===== src/rtl/div_4bits.sv =====
// Sequential restoring shift/subtract unsigned divider: one quotient bit per clock.
// Optional macro DIV_BYZERO_EARLY_EN: a zero divisor completes at once and raises div_zero_o.
module div_4bits #(
    parameter int bits = 4
) (
    input  logic            clk,
    input  logic            rst,
    input  logic            start,
    input  logic [bits-1:0] A,
    input  logic [bits-1:0] B,
    output logic            busy,
    output logic            done,
    output logic [bits-1:0] Quotient_o,
    output logic [bits-1:0] Remainder_o,
    output logic            div_zero_o
);

    localparam int CW = $clog2(bits + 1);

    typedef enum logic {
        IDLE = 1'b0,
        RUN  = 1'b1
    } state_t;

    state_t          state;
    logic [bits-1:0] dvd;
    logic [bits-1:0] dvs;
    logic [bits-1:0] quot;
    logic [bits:0]   rem;
    logic [CW-1:0]   cnt;

    logic [bits:0]   shifted;
    logic            ge;
    logic [bits:0]   rem_next;
    logic [bits-1:0] quot_next;
    logic            early_zero;

    // Protocol: start is taken only in IDLE (busy low); A/B are captured on that
    // edge. done pulses one cycle with the results, and that cycle is IDLE again.
    always_comb begin
        shifted   = (rem << 1) | {{bits{1'b0}}, dvd[bits-1]};
        ge        = (shifted >= {1'b0, dvs});
        rem_next  = ge ? (shifted - {1'b0, dvs}) : shifted;
        quot_next = (quot << 1) | {{(bits-1){1'b0}}, ge};
`ifdef DIV_BYZERO_EARLY_EN
        early_zero = (B == '0);
`else
        early_zero = 1'b0;
`endif
    end

    always_ff @(posedge clk) begin
        if (rst) begin
            state       <= IDLE;
            busy        <= 1'b0;
            done        <= 1'b0;
            Quotient_o  <= '0;
            Remainder_o <= '0;
            dvd         <= '0;
            dvs         <= '0;
            quot        <= '0;
            rem         <= '0;
            cnt         <= '0;
`ifdef DIV_BYZERO_EARLY_EN
            div_zero_o  <= 1'b0;
`endif
        end else begin
            done <= 1'b0;
            case (state)
                IDLE: begin
                    if (start) begin
                        if (early_zero) begin
                            done        <= 1'b1;
                            Quotient_o  <= '1;
                            Remainder_o <= A;
`ifdef DIV_BYZERO_EARLY_EN
                            div_zero_o  <= 1'b1;
`endif
                        end else begin
                            dvd   <= A;
                            dvs   <= B;
                            rem   <= '0;
                            quot  <= '0;
                            cnt   <= CW'(bits);
                            busy  <= 1'b1;
                            state <= RUN;
                        end
                    end
                end
                RUN: begin
                    rem  <= rem_next;
                    quot <= quot_next;
                    dvd  <= dvd << 1;
                    cnt  <= cnt - CW'(1);
                    // Final step: publish the just-computed bit directly, not the stale register.
                    if (cnt == CW'(1)) begin
                        Quotient_o  <= quot_next;
                        Remainder_o <= rem_next[bits-1:0];
                        done        <= 1'b1;
                        busy        <= 1'b0;
                        state       <= IDLE;
`ifdef DIV_BYZERO_EARLY_EN
                        div_zero_o  <= 1'b0;
`endif
                    end
                end
                default: begin
                    state <= IDLE;
                    busy  <= 1'b0;
                end
            endcase
        end
    end

`ifndef DIV_BYZERO_EARLY_EN
    assign div_zero_o = 1'b0;
`endif

endmodule


===== config.mk =====
export PLATFORM = sky130hd
export DESIGN_NAME = div_4bits
export DESIGN_NICKNAME = d
export VERILOG_FILES = /design/src/rtl/div_4bits.sv
export SDC_FILE = /design/constraint.sdc
export NUM_CORES = 1
export LEC_CHECK = 0
export ABC_CLOCK_PERIOD_IN_PS = 1800
export CELL_PAD_IN_SITES_DETAIL_PLACEMENT = 0
export CELL_PAD_IN_SITES_GLOBAL_PLACEMENT = 1
export CORE_UTILIZATION = 39
export DETAILED_ROUTE_END_ITERATION = 10
export PLACE_DENSITY_LB_ADDON = 0.1
export SLEW_MARGIN = 20
export SYNTH_ARGS = -nofsm -noshare
export SYNTH_HDL_FRONTEND = slang
export SYNTH_SLANG_ARGS = --single-unit

===== constraint.sdc =====
create_clock -name clk -period 1.8 [get_ports clk]
set_input_delay 0.27 -clock clk [delete_from_list [all_inputs] [get_ports clk]]
set_output_delay 0.27 -clock clk [all_outputs]
set_load 0.01 [all_outputs]

======== After elaboration in Yosys (flattened, before gate mapping) ========
Cells that the tools add are included.
word-level totals
  bits of input ports ..................... 11
  word-level logic and storage cells ...... 43
  register bits ........................... 29
cells by class
  equal/unequal tests ..................... 3
  magnitude comparators ................... 1
  muxes and demuxes ....................... 21
  bitwise logic cells ..................... 3
  add/sub/neg operators ................... 2
  reduce and logical (&&, ||, !) cells .... 3
operator list
  cell                 number
  $mux 4               7
  $pmux 4 s2           2
  $pmux 3 s2           2
  $mux 3               2
  $pmux 1 s2           3
  $reduce_and 2->1     3
  $ge 5x4->1           1
  $mux 1               5
  $or 5x1->5           1
  $or 4x1->4           1
  $sub 4x4->4          1
  $eq 3x1->1 const B   1
  $sub 3x1->3 const B  1
  $ne 2x1->1 const B   1
  $ne 2x2->1 const B   1
  $not 1->1            1

======== Depth between registers and ports, before layout ========
Gate-level depths: netlist of run 1.
  depth after elaboration ................. 5
  gate-level depth with buffers ........... 7

======== Least setup slack after synthesis of run 1 ========
No wires, ideal clock.
  path kind ............................... register to register
  from .................................... register dvd[3]
  to ...................................... register Remainder_o[2]
  data arrival time ....................... 1446 ps
  cell stages (with the launch flop) ...... 8
  data required time ...................... 1683 ps
  path buffers ............................ 0
  setup slack ............................. 237 ps
  path through ............................ dfxtp_1 -> inv_1 -> ha_1 -> inv_1 -> fa_1 -> xnor2_1 -> nand3_1 -> a32o_1
on the way
  cells in the longest elaborated chain, start to end .. 5
  elaborated cells on any way between the ends .. 6
ends and longest elaborated chain
  element                                    line    text
  start: declaration                         26      logic [bits-1:0] dvd;
  start signal: assignment                   93      dvd <= dvd << 1;
  $or 5x1->5 *                               41      shifted = (rem << 1) | {{bits{1'b0}}, dvd[bits-1]};
  $sub 4x4->4 or $ge 5x4->1 (tied branches)  43, 42
  $mux 4 *                                   43      rem_next = ge ? (shifted - {1'b0, dvs}) : shifted;
  $mux 4 *                                   96      if (cnt == CW'(1)) begin
  $mux 4 *                                   69      case (state)
  end signal: assignment                     98      Remainder_o <= rem_next[bits-1:0];
  end: declaration                           14      output logic [bits-1:0] Remainder_o,
Every way passes the cells marked *; elsewhere a longest branch is shown, timed or not. The select of a mux whose other input is x is not followed.
A chain may end at the register's enable or synchronous reset.

======== Worst setup path in the final report of run 1 ========
  from .................................... register rem[0]
  to ...................................... register Remainder_o[3]
on the way
  cells in the longest elaborated chain, start to end .. 5
  elaborated cells on any way between the ends .. 6
ends and longest elaborated chain
  element                                    line    text
  start: declaration                         29      logic [bits:0] rem;
  start signal: assignment                   91      rem <= rem_next;
  $or 5x1->5 *                               41
  $sub 4x4->4 or $ge 5x4->1 (tied branches)  43, 42
  $mux 4 *                                   43
  $mux 4 *                                   96
  $mux 4 *                                   69
Marks and branches as above.

==> out/qor.txt, run 1 <==
Clock Skews -> 0.00900 ns
Total GRT Usage -> 0.158
Syn avg cell area -> 9.12 um2
HPWL after detailed placement -> 1900 um
Number of H-tree levels -> 2
Reg2reg end -> Remainder_o[3]
Synth unique cells -> 39
Syn_nets -> 168
FILL cells -> 338
Cell Pwr Density -> 907 mW/mm2
Top delay family on crit path -> simple AND/OR/NAND/NOR gates
Die height -> 61.2 um
Top cell type's share of synthesized area -> 0.425
Cell Rows -> 21
CTS tree -> built
Io pins -> 22
Initial DRC Count -> 44
Die span in x -> 61.2 um
Synth Cell Area -> 0.00137 mm2
Min Tclk post-route -> 1.68 ns
Layout cell share with drive strength beyond 1 -> 0.118
Via density -> 4.95
Final global-route overflow total -> 0
Routed wire length -> 2610 um
Placement Cell Area -> 0.00164 mm2
CP max FO -> 5
Hold slack -> 0.468 ns
TNS Setup -> 0 ns
CTS Buf Count -> 5
Initial Util -> 0.410
Hold-fix buffers at CTS -> 0
Gate Count Post-Synth -> 150
Worst EP arrival -> 1.88 ns
Critical path launch point type -> register
CTS Sinks -> 29
Ant. Diodes -> 0
Achievable Freq -> 596 MHz
Worst slew margin relative to its limit -> 0.665
Post-synth top area cell -> dfxtp_1
Register bit total from synthesis -> 29
DP Worst Slack -> 0.111 ns
Leak -> 0.682 nW
Critical path class -> register to register
Vias in the first global route -> 938
Setup WS post-layout -> 0.123 ns
Core area -> 0.00334 mm2
Net count reported at finish -> 195
Tcrit/Tclk final -> 0.932
Final RePlAce weighted congestion -> 0.821
Initial antenna violation count -> 0
Unrepaired setup endpoints after global routing -> no
Max-slew violation count -> 0
Synth warn -> 0
Critical Path RT -> 2.00 ns
Critical Path Sink -> Remainder_o[3]
Routed Antenna Nets -> 0
FF-to-FF setup slack -> 0.12 ns
Launch point of the worst path -> rem[0]
Pre-Repair DR Iteration Count -> 4
Max-Cap Viols -> 0
CP max stage delay -> 0.44 ns
Stages on the worst setup path -> 5
Post-CTS Setup Inserts -> 0
Hold crit path type -> register to register
Final setup fails -> 0
Peak supply drop -> 0.000557 V
Crit path capture type -> register
Final Cell Area -> 0.00172 mm2
Post-synthesis sequential area ratio -> 0.425
Root Buffer -> clkbuf_4
Status -> finished, final reports clean
P&R area growth vs syn -> 26.1%
CP Buf/Inv Count -> 0
Worst-Skew Late Latency -> 0.32 ns
Slew @ Worst Pin -> 0.496 ns
First-pass GRT wire length -> 4200 um
Routed WL per cell -> 11.7 um
Critical R2R Launch -> rem[0]
I/O Buffers -> 20
Top post-synthesis cells by area -> dfxtp_1 (42%), nor2_1 (6.0%), ha_1 (5.5%)
Slowest CP cell -> nor4b_1
Resize count post-CTS -> 0
Fin. Hold Viols -> 0
Clk slew on worst S/H paths -> 0.09 ns
Cells along the critical path -> ha_1, nor2b_1, o21ai_0, nor4b_1, o31ai_1
Drc violations -> 0
Max Root-Sink Buffers -> 2
Die area -> 0.00375 mm2
Worst reg2reg path depth -> 5
Largest net degree at the start of global routing -> 23
Via count -> 1108
## through the flow
stage	cells	utilization	total power [W]
floorplan	150	-	0.000935
global placement	216	0.491	0.00102
detailed placement	216	0.491	0.00102
CTS	224	0.517	0.00158
global route	224	0.517	0.00165
finish	224	0.517	0.00156
## worst min-delay path by stage
stage	endpoint	startpoint	slack [ns]	depth (start not counted)
global route	Remainder_o[3]	Remainder_o[3]	0.48	2
floorplan	dvs[2]	B[2]	0.41	2
finish	Remainder_o[3]	Remainder_o[3]	0.47	2
detailed placement	Remainder_o[3]	Remainder_o[3]	0.45	2
CTS	Remainder_o[3]	Remainder_o[3]	0.47	2
global placement	Remainder_o[3]	Remainder_o[3]	0.44	2
## cell usage after synthesis
library cell  instances
mux2i_1               6
dfxtp_1              29
o21ai_0               1
a22o_1                4
clkbuf_1              2
nor2_1               22
o31a_1                1
buf_4                 1
and2_4                1
nor3b_1               3
ha_1                  6
nand2_1              12
and3_1                1
nand4b_1              2
a21oi_1              10
buf_6                 1
nand2b_1              1
nor2b_1               4
nor3_1                2
fa_1                  1
nor2b_4               1
a31oi_2               1
a31oi_1               1
a21o_1                1
o21a_1                2
o21ai_4               1
nand3_1               1
buf_2                 4
nor4_4                1
nor4b_1               1
nand4_1               2
a311oi_1              1
inv_1                11
o211ai_1              4
xnor2_1               1
o31ai_1               3
o21ai_2               1
conb_1                1
a32o_1                2
## power by group
group / switching (W) / internal [W] / leakage (nW)
logic: 0.000163 / 0.000148 / 0.400
registers: 0.0000221 / 0.000675 / 0.237
clock network: 0.000225 / 0.000332 / 0.0455
total: 0.000410 / 0.00115 / 0.682
## cells in the final DEF (no fill, tap or decap), types with 2 or more instances in the layout
master and count:
a21oi_1 10, a22o_1 4, a32o_1 2, buf_4 8, clkbuf_4 5, clkdlybuf4s50_1 20
dfxtp_1 29, ha_1 6, inv_1 11, mux2i_1 6, nand2_1 12, nand4_1 2
nand4b_1 2, nor2_1 22, nor2b_1 4, nor3_1 2, nor3b_1 3, o211ai_1 4
o21a_1 2, o31ai_1 3
## kinds of logic (layout without fill, tap and decap cells)
kind of cell | count (synthesis) | count (layout) | synth area share
simple gates | 54 | 54 | 0.209
compound gates | 33 | 33 | 0.180
flops | 29 | 29 | 0.425
buf+inv | 19 | 47 | 0.0640
fa+ha+maj | 7 | 7 | 0.0695
mux | 6 | 6 | 0.0439
other cells | 1 | 1 | 0.00274
xor+xnor | 1 | 1 | 0.00641
## routing by layer
| layer | vias to the layer above | GRT usage | routed length [um] |
|---|---|---|---|
| met4 | 0 | 0.0779 | 49 |
| met3 | 5 | 0.0567 | 100 |
| li1 | 570 | - | - |
| met1 | 512 | 0.198 | 1310 |
| met2 | 21 | 0.239 | 1160 |
| met5 | - | 0 | 0 |
## sequential cells by signal, summed over array words and instances, names as in the netlist
register and flops:
Remainder_o 4, busy 1, Quotient_o 4, state 1
rem 4, cnt 3, dvs 4, quot 3
dvd 4, done 1
## worst register-to-register path, delay by kind of cell, from the launching register on
| family | cells | cell delay (ns) |
|---|---|---|
| AND/OR/NAND/NOR | 2 | 0.59 |
| flip-flops | 1 | 0.43 |
| AO/OA/AOI/OAI | 2 | 0.26 |
| adder cells (fa/ha/maj) | 1 | 0.27 |
## layout make-up
cell class              instances  area (um2)  area share
multi-input cells             102         699       0.406
flip-flops and latches         29         581       0.337
repair buffers                 28         260       0.151
well taps                      46        57.6      0.0334
clock buffers                   7        55.1      0.0319
inverters                      11        41.3      0.0239
clock inverters                 1        30.0      0.0174
No activity file was read; power rests on OpenSTA's default activity.
==> run 2: changes to the inputs <==
SLEW_MARGIN = 10   (was 20)
==> results of run 2 <==
Final layout, timing and power as in run 1 (identical DEF).
==> run 3: changes to the inputs <==
CTS_CLUSTER_SIZE = 24   (was unset)
==> results of run 3 <==
Final layout, timing and power as in run 1 (identical DEF).
